$ cat src/rtl/seg_pkg.sv
// ---------------------------------------------------------------------------
// seg_pkg -- shared definitions for the 7-segment scan path.
//   SEG_CODE_BLANK : digit code that makes the downstream decoder blank a digit
//   AN_ALL_OFF     : active-low anode vector with every digit dark
//   scan_state_t   : slot phase (BLANK anti-ghosting gap, then ON)
//   MAX_DIGITS     : widest display the scanner can drive
//   lead_zero_mask : helper used when SEG_SCAN_LZB_EN is defined
// ---------------------------------------------------------------------------
package seg_pkg;

  localparam int unsigned MAX_DIGITS     = 8;
  localparam logic [7:0]  SEG_CODE_BLANK = 8'hFF;
  localparam logic [7:0]  AN_ALL_OFF     = 8'hFF;

  typedef enum logic [0:0] {
    SCAN_BLANK = 1'b0,
    SCAN_ON    = 1'b1
  } scan_state_t;

  // Bit i set when nibble i and every higher nibble below num_digits are zero.
  // Digit 0 is never flagged so a zero value still shows a single "0".
  function automatic logic [MAX_DIGITS-1:0] lead_zero_mask(
    input logic [4*MAX_DIGITS-1:0] value,
    input int unsigned             num_digits
  );
    logic [MAX_DIGITS-1:0] mask;
    logic                  zero_above;
    mask       = '0;
    zero_above = 1'b1;
    for (int i = MAX_DIGITS - 1; i >= 1; i--) begin
      if (i < int'(num_digits)) begin
        zero_above = zero_above & (value[4*i +: 4] == 4'h0);
        mask[i]    = zero_above;
      end else begin
        mask[i] = 1'b0;
      end
    end
    return mask;
  endfunction

endpackage

$ cat src/rtl/seg_slot_timer.sv
// ---------------------------------------------------------------------------
// seg_slot_timer -- per-digit slot timing for seg_scan.
// Counts SCAN_DIV cycles per slot; the first BLANK_CYC cycles are the BLANK
// phase, the rest are ON.
// Ports:
//   clk, rst_n  : clock, asynchronous active-low reset
//   slot_end_o  : counter is on the last cycle of the slot (wraps at next edge)
//   on_phase_o  : phase the slot will be in after the next edge, so the parent
//                 can register its outputs on the same edge as the transition
// ---------------------------------------------------------------------------
module seg_slot_timer
  import seg_pkg::*;
#(
  parameter int unsigned SCAN_DIV  = 100000,
  parameter int unsigned BLANK_CYC = 1000
) (
  input  logic clk,
  input  logic rst_n,
  output logic slot_end_o,
  output logic on_phase_o
);

  localparam int unsigned CW = (SCAN_DIV > 1) ? $clog2(SCAN_DIV) : 1;
  localparam logic [CW-1:0] CNT_LAST   = CW'(SCAN_DIV - 1);
  localparam logic [CW-1:0] BLANK_LAST = CW'((BLANK_CYC == 0) ? 0 : BLANK_CYC - 1);

  logic [CW-1:0] cnt_q, cnt_d;
  scan_state_t   state_q, state_d;
  logic          slot_end_s;

  assign slot_end_s = (cnt_q == CNT_LAST);

  // State and slot counter registers.
  always_ff @(posedge clk or negedge rst_n) begin
    if (!rst_n) begin
      cnt_q   <= '0;
      state_q <= SCAN_BLANK;
    end else begin
      cnt_q   <= cnt_d;
      state_q <= state_d;
    end
  end

  // Next counter value and next phase.
  always_comb begin
    cnt_d   = cnt_q;
    state_d = state_q;
    if (slot_end_s) begin
      cnt_d = '0;
    end else begin
      cnt_d = cnt_q + CW'(1'b1);
    end
    case (state_q)
      // With no blank gap the post-reset BLANK cycle falls straight into ON.
      SCAN_BLANK: begin
        if ((BLANK_CYC == 0) || (cnt_q == BLANK_LAST)) begin
          state_d = SCAN_ON;
        end else begin
          state_d = SCAN_BLANK;
        end
      end
      SCAN_ON: begin
        if (slot_end_s) begin
          state_d = (BLANK_CYC == 0) ? SCAN_ON : SCAN_BLANK;
        end else begin
          state_d = SCAN_ON;
        end
      end
      default: state_d = SCAN_BLANK;
    endcase
  end

  // Timer outputs to the scanner core.
  always_comb begin
    slot_end_o = slot_end_s;
    on_phase_o = (state_d == SCAN_ON);
  end

endmodule

$ cat src/rtl/seg_scan.sv
// ---------------------------------------------------------------------------
// seg_scan -- time-multiplexed scanner for a common-anode 7-segment display.
// A 32-bit value is accepted over valid/ready into a one-deep pending register
// and swapped into the displayed register only when the digit index wraps to
// 0, so a frame never mixes two values.
// Ports:
//   clk, rst_n   : clock, asynchronous active-low reset
//   in_valid     : upstream offers in_data
//   in_ready     : pending register empty (value can be accepted)
//   in_data      : eight nibbles, nibble 0 = rightmost digit
//   digit_en     : live per-digit enable mask (0 = dark)
//   code         : digit code to the decoder (0-15, or 8'hFF for blank)
//   an           : active-low anode enables
//   frame_start  : one-cycle pulse on the edge the digit index wraps to 0
// Build option: define SEG_SCAN_LZB_EN for leading-zero blanking.
// ---------------------------------------------------------------------------
module seg_scan
  import seg_pkg::*;
#(
  parameter int unsigned NUM_DIGITS = 8,
  parameter int unsigned SCAN_DIV   = 100000,
  parameter int unsigned BLANK_CYC  = 1000
) (
  input  logic        clk,
  input  logic        rst_n,
  input  logic        in_valid,
  output logic        in_ready,
  input  logic [31:0] in_data,
  input  logic [7:0]  digit_en,
  output logic [7:0]  code,
  output logic [7:0]  an,
  output logic        frame_start
);

  localparam logic [2:0] DIGIT_LAST = 3'(NUM_DIGITS - 1);

  logic        slot_end_s, on_phase_s;
  logic        wrap_s, commit_s, accept_s, show_s;
  logic [2:0]  digit_q, digit_d;
  logic [31:0] active_q, active_d;
  logic [31:0] pend_q, pend_d;
  logic        pend_full_q, pend_full_d;
  logic [7:0]  code_q, code_d;
  logic [7:0]  an_q, an_d;
  logic        frame_start_q;
  logic [3:0]  nib_s;
  logic [7:0]  lz_s;

  seg_slot_timer #(
    .SCAN_DIV  (SCAN_DIV),
    .BLANK_CYC (BLANK_CYC)
  ) u_timer (
    .clk        (clk),
    .rst_n      (rst_n),
    .slot_end_o (slot_end_s),
    .on_phase_o (on_phase_s)
  );

  // Scanner core registers: digit index, handshake buffer, display value, outputs.
  always_ff @(posedge clk or negedge rst_n) begin
    if (!rst_n) begin
      digit_q       <= 3'd0;
      active_q      <= 32'h0000_0000;
      pend_q        <= 32'h0000_0000;
      pend_full_q   <= 1'b0;
      code_q        <= SEG_CODE_BLANK;
      an_q          <= AN_ALL_OFF;
      frame_start_q <= 1'b0;
    end else begin
      digit_q       <= digit_d;
      active_q      <= active_d;
      pend_q        <= pend_d;
      pend_full_q   <= pend_full_d;
      code_q        <= code_d;
      an_q          <= an_d;
      frame_start_q <= wrap_s;
    end
  end

  // Digit advance, frame commit and handshake acceptance.
  always_comb begin
    wrap_s   = slot_end_s && (digit_q == DIGIT_LAST);
    // Accept needs an empty buffer and commit a full one, so they never coincide.
    commit_s = wrap_s && pend_full_q;
    accept_s = in_valid && !pend_full_q;
    if (!slot_end_s) begin
      digit_d = digit_q;
    end else if (wrap_s) begin
      digit_d = 3'd0;
    end else begin
      digit_d = digit_q + 3'd1;
    end
    if (commit_s) begin
      active_d = pend_q;
    end else begin
      active_d = active_q;
    end
    if (accept_s) begin
      pend_d      = in_data;
      pend_full_d = 1'b1;
    end else if (commit_s) begin
      pend_d      = pend_q;
      pend_full_d = 1'b0;
    end else begin
      pend_d      = pend_q;
      pend_full_d = pend_full_q;
    end
  end

  // Next output values, built from next-edge state so they move with the slot.
  always_comb begin
    nib_s = active_d[{digit_d, 2'b00} +: 4];
`ifdef SEG_SCAN_LZB_EN
    lz_s  = lead_zero_mask(active_d, NUM_DIGITS);
`else
    lz_s  = 8'h00;
`endif
    show_s = on_phase_s && digit_en[digit_d] && !lz_s[digit_d];
    if (show_s) begin
      code_d = {4'h0, nib_s};
      an_d   = ~(8'h01 << digit_d);
    end else begin
      code_d = SEG_CODE_BLANK;
      an_d   = AN_ALL_OFF;
    end
  end

  assign in_ready    = ~pend_full_q;
  assign code        = code_q;
  assign an          = an_q;
  assign frame_start = frame_start_q;

endmodule

$ cat config.mk
export PLATFORM = sky130hd
export DESIGN_NAME = seg_scan
export DESIGN_NICKNAME = d
export VERILOG_FILES = /design/src/rtl/seg_pkg.sv /design/src/rtl/seg_slot_timer.sv /design/src/rtl/seg_scan.sv
export SDC_FILE = /design/constraint.sdc
export NUM_CORES = 1
export LEC_CHECK = 0
export BUFFER_PORTS_ARGS = -buffer_cell sky130_fd_sc_hd__buf_2
export CORE_AREA = 2 2 123 77
export CTS_CLUSTER_DIAMETER = 30
export DETAILED_ROUTE_END_ITERATION = 16
export DIE_AREA = 0 0 125 79
export HOLD_SLACK_MARGIN = 0.03
export PLACE_DENSITY = 0.87
export REMOVE_ABC_BUFFERS = 1
export SYNTH_ARGS = -nofsm -noshare
export SYNTH_HDL_FRONTEND = slang
export SYNTH_HIERARCHICAL = 1
export SYNTH_SLANG_ARGS = --single-unit
$ cat constraint.sdc
create_clock -name clk -period 2.3 [get_ports clk]
set_clock_uncertainty 0.2 [all_clocks]
set_input_delay 0.23 -clock clk [delete_from_list [all_inputs] [get_ports clk]]
set_output_delay 0.23 -clock clk [all_outputs]
set_load 0.01 [all_outputs]
==> results.env <==
OUTCOME='finished, violations left'
VIOLATED_CHECKS='setup timing'
ROUTED_WIRELENGTH_UM=11100
FINAL_REPORT_SETUP_VIOLATION_COUNT=13
ANTENNA_CELLS=0
DP.FINAL_HPWL_UM=6830
GRT_FIRST_PASS_WIRELENGTH_UM=17800
TOTAL_POWER_mW=3.58
SYNTH-EDFF-COUNT=0
LARGEST_INCREMENTAL_DELAY_ON_THE_CRITICAL_PATH_PS=380
CTSROOTBUFFERMASTER='sky130_fd_sc_hd__clkbuf_16'
MAXCAPVIOLCOUNT=0
DIE-AREA_MM2=0.00988
LAYOUT-DRIVE-GT1-SHARE=0.475
LEAKAGE_nW=3.11
CORE_REGION_AREA_MM2=0.00885
AREA_GROWTH_PCT=41.4
REG2REG_DEPTH=13
PWRDENS_mW_PER_MM2=569
DRC_ERRORS=0
SYNTH_CELLS=352
IO_BUFFER_COUNT=60
CP.REQUIRED_PS=2360
FINALWORSTPATHREQUIREDPERIOD_PS=2690
FINISH.NET_COUNT=559
TIMING_WORST_SETUP_PATH_TYPE='flip-flop to flip-flop'
AREA_OF_THE_MULTI_INPUT_GATES_MM2=0.00201
GRT_MAX_DEGREE=43
WORSTPATHARRIVAL_PS=2750
SYNTH_ASYNC_SR_FLOP_SHARE=1.00
FINAL_CORE_UTIL=0.712
MAX_SLEW.WORST_PIN.SLEW_PS=535
SYNTHFLOPTYPE='sky130_fd_sc_hd__dfrtp_1'
FLOORPLAN.INITIALDENSITY=0.503
YOSYS_WARNINGS=6
TIMING.HOLD.WORST.CLASS='input port to flip-flop'
ANTENNA_FOUND_INITIAL=0
FINAL_CELL_MIX='87 x sky130_fd_sc_hd__dfrtp_1, 62 x sky130_fd_sc_hd__buf_4, 60 x sky130_fd_sc_hd__buf_2'
VIA_COUNT=3368
TIMING.CRITICAL_PATH.TO='code[0]$_DFF_PN1_'
WORST_PATH_MOST_REPEATED_CELL='sky130_fd_sc_hd__buf_4'
CLOCK_SINKS=100
CLK-INSERTION-DELAY-LATE_PS=350
SETUP-TNS-FINAL_PS=-3250
CTS_TREE='built'
GP_ROUTABILITY_CONGESTION=0.923
FINAL_AREA_MM2=0.00630
MAPPEDNETLISTAREA_MM2=0.00446
MAXIMUM_CLOCK_INSERTION_BUFFER_COUNT=2
FIRST_GLOBAL_VIAS=3567
CP-END-KIND='flip-flop'
DIE_HEIGHT_UM=79
FIN_CELLS=632
WORSTREG2REGEND='code[0]$_DFF_PN1_'
CTSHTREEMAXLEVEL=3
R2R_PATH_START='u_timer/cnt_q[0]$_DFF_PN0_'
ITERATION_COUNT_OF_THE_INITIAL_DETAILED_ROUTING_PASS=4
FF_LATCH_AREA_MM2=0.00252
GLOBAL_ROUTE.OVERFLOW_TOTAL=0
SLEW_VIOL_FINAL=0
TIMING.HOLD.WORST.START='digit_en[7]'
AVGSYNTHCELLAREA_UM2=12.7
MEAN_NUMBER_OF_VIAS_PER_CELL=5.33
CHIPWIDTH_UM=125
GRTUSAGETOTAL=0.232
FINAL.PERIOD_UTILIZATION=1.17
SLEW_HEADROOM=0.643
FMAX_GHz=0.371
WORST-R2R-SETUP-SLACK_PS=-390
FILLERINSTANCES=601
SYNTHDISTINCTLIBCELLS=56
NUM_PORTS=61
CLK_PIN_SLEW_PS=60
CPMAXSTAGEDELAYCELL='sky130_fd_sc_hd__dfrtp_1'
DPL_CELL_AREA_MM2=0.00520
CRIT_PATH_MAX_FANOUT=5
AVGROUTEDWIREPERCELL_UM=17.5
TIMING.HOLD.WS_PS=125
DETAILEDROUTE.FIRSTITERATIONVIOLATIONS=161
MOSTFREQUENTLAYOUTCELL='sky130_fd_sc_hd__dfrtp_1'
CP-START-KIND='flip-flop'
SYNTH-SEQ-CELLS=100
CRIT_PATH_CELL_TRACE='ha_2, and4_1, nand4_1, inv_2, buf_4, buf_6, nor2_4, buf_4, a2bb2oi_4, o22ai_4, nor3_2, o21a_2, o311ai_1'
VDD_IR_DROP_MAX_uV=388
POST-PLACE-CELLS=563
FINALHOLDVIOLCOUNT=0
RSZ0062_AT_GRT='true'
CTS_BUFFERS=9
SETUP_SLACK_PS=-394
DP_WORST_SETUP_SLACK_PS=-863
ROW_COUNT=27
POSTROUTEANTENNANETS=0
SYNTH_SEQUENTIAL_AREA_RATIO=0.565
CP-STARTPOINT='u_timer/cnt_q[0]$_DFF_PN0_'
state kept, by name (all words and copies together), names as in the netlist:
register         cells
pend_q              32
pend_full_q          1
digit_q              3
active_q            32
u_timer/state_q      1
u_timer/cnt_q       17
frame_start          1
an                   8
code                 5
area by class of cell:
cell class	instances	share of cell area
inverter	22	0.0135
multi-input combinational	212	0.319
tap	116	0.0230
sequential	100	0.400
clock inverter	4	0.00794
clock buffer	11	0.0385
timing repair buffer	167	0.199
routing by layer:
metal / wire, um / GRT usage / share of wire
met1: 4860 / 0.296 / 0.44
met2: 5410 / 0.389 / 0.49
met3: 630 / 0.0701 / 0.057
met4: 167 / 0.0667 / 0.015
met5: 0 / 0 / 0
worst min-delay path by stage:
stage	end	slack (ps)	depth (start not counted)
2_1_floorplan	active_q[0]$_DFF_PN0_	-270	0
3_3_place_gp	pend_q[1]$_DFFE_PN0P_	30	1
3_5_place_dp	pend_q[19]$_DFFE_PN0P_	40	1
4_1_cts	an[2]$_DFF_PN1_	110	4
5_1_grt	an[7]$_DFF_PN1_	150	4
6_report	an[7]$_DFF_PN1_	130	4
synth_stat cells, types with 3 or more instances:
| master | number | area [um^2] |
|---|---|---|
| sky130_fd_sc_hd__xor2_1 | 9 | 78.8 |
| sky130_fd_sc_hd__clkbuf_1 | 3 | 11.3 |
| sky130_fd_sc_hd__nand2b_1 | 5 | 31.3 |
| sky130_fd_sc_hd__nand3_1 | 7 | 35.0 |
| sky130_fd_sc_hd__nand4_1 | 5 | 31.3 |
| sky130_fd_sc_hd__buf_4 | 7 | 52.6 |
| sky130_fd_sc_hd__o22ai_1 | 7 | 43.8 |
| sky130_fd_sc_hd__mux2i_1 | 22 | 220 |
| sky130_fd_sc_hd__ha_1 | 4 | 50.1 |
| sky130_fd_sc_hd__a32o_1 | 4 | 40.0 |
| sky130_fd_sc_hd__a21oi_1 | 4 | 20.0 |
| sky130_fd_sc_hd__dfstp_2 | 13 | 342 |
| sky130_fd_sc_hd__mux2_1 | 8 | 90.1 |
| sky130_fd_sc_hd__o21ai_1 | 4 | 20.0 |
| sky130_fd_sc_hd__buf_6 | 3 | 33.8 |
| sky130_fd_sc_hd__nor3_1 | 5 | 25.0 |
| sky130_fd_sc_hd__xnor2_1 | 3 | 26.3 |
| sky130_fd_sc_hd__nand2_1 | 20 | 75.1 |
| sky130_fd_sc_hd__nor2_1 | 14 | 52.6 |
| sky130_fd_sc_hd__dfrtp_1 | 87 | 2180 |
| sky130_fd_sc_hd__and3_1 | 3 | 18.8 |
| sky130_fd_sc_hd__or2_0 | 3 | 18.8 |
| sky130_fd_sc_hd__buf_2 | 6 | 30.0 |
| sky130_fd_sc_hd__o22a_1 | 3 | 26.3 |
| sky130_fd_sc_hd__and2_1 | 3 | 18.8 |
| sky130_fd_sc_hd__inv_1 | 21 | 78.8 |
| sky130_fd_sc_hd__mux2_2 | 40 | 450 |
| sky130_fd_sc_hd__o21a_1 | 3 | 22.5 |
critical path: cells and delay by family (launching register included):
kind | cells | cell delay [ps]
and+or+nand+nor | 4 | 640
AOI/OAI and AO/OA | 4 | 710
DFF | 1 | 380
buffers and inverters | 4 | 460
adders and majority gates | 1 | 210
cells by family (layout without fill, tap and decap cells):
logic type	after synthesis	after routing	share of synthesized area
simple gates	84	84	0.110
xor+xnor	12	12	0.0236
fa+ha+maj	4	4	0.0112
compound gates	39	40	0.0657
flops	100	100	0.565
mux	72	72	0.177
buf+inv	41	204	0.0472
where the power goes:
group	leakage (nW)	switching [mW]	internal (mW)	total [mW]
Sequential	1.27	0.0497	1.83	1.88
Combinational	1.70	0.0767	0.127	0.203
Clock	0.138	0.633	0.865	1.50
Total	3.11	0.760	2.82	3.58
repair_timing:
action	CTS	global route
hold endpoints to repair	72	0
setup buffers	20	1
hold buffers	34	0
resized for setup	40	18
gates cloned	1	0
setup endpoints to repair	23	22
pin swaps	16	12
No activity file was read; power rests on OpenSTA's default activity.
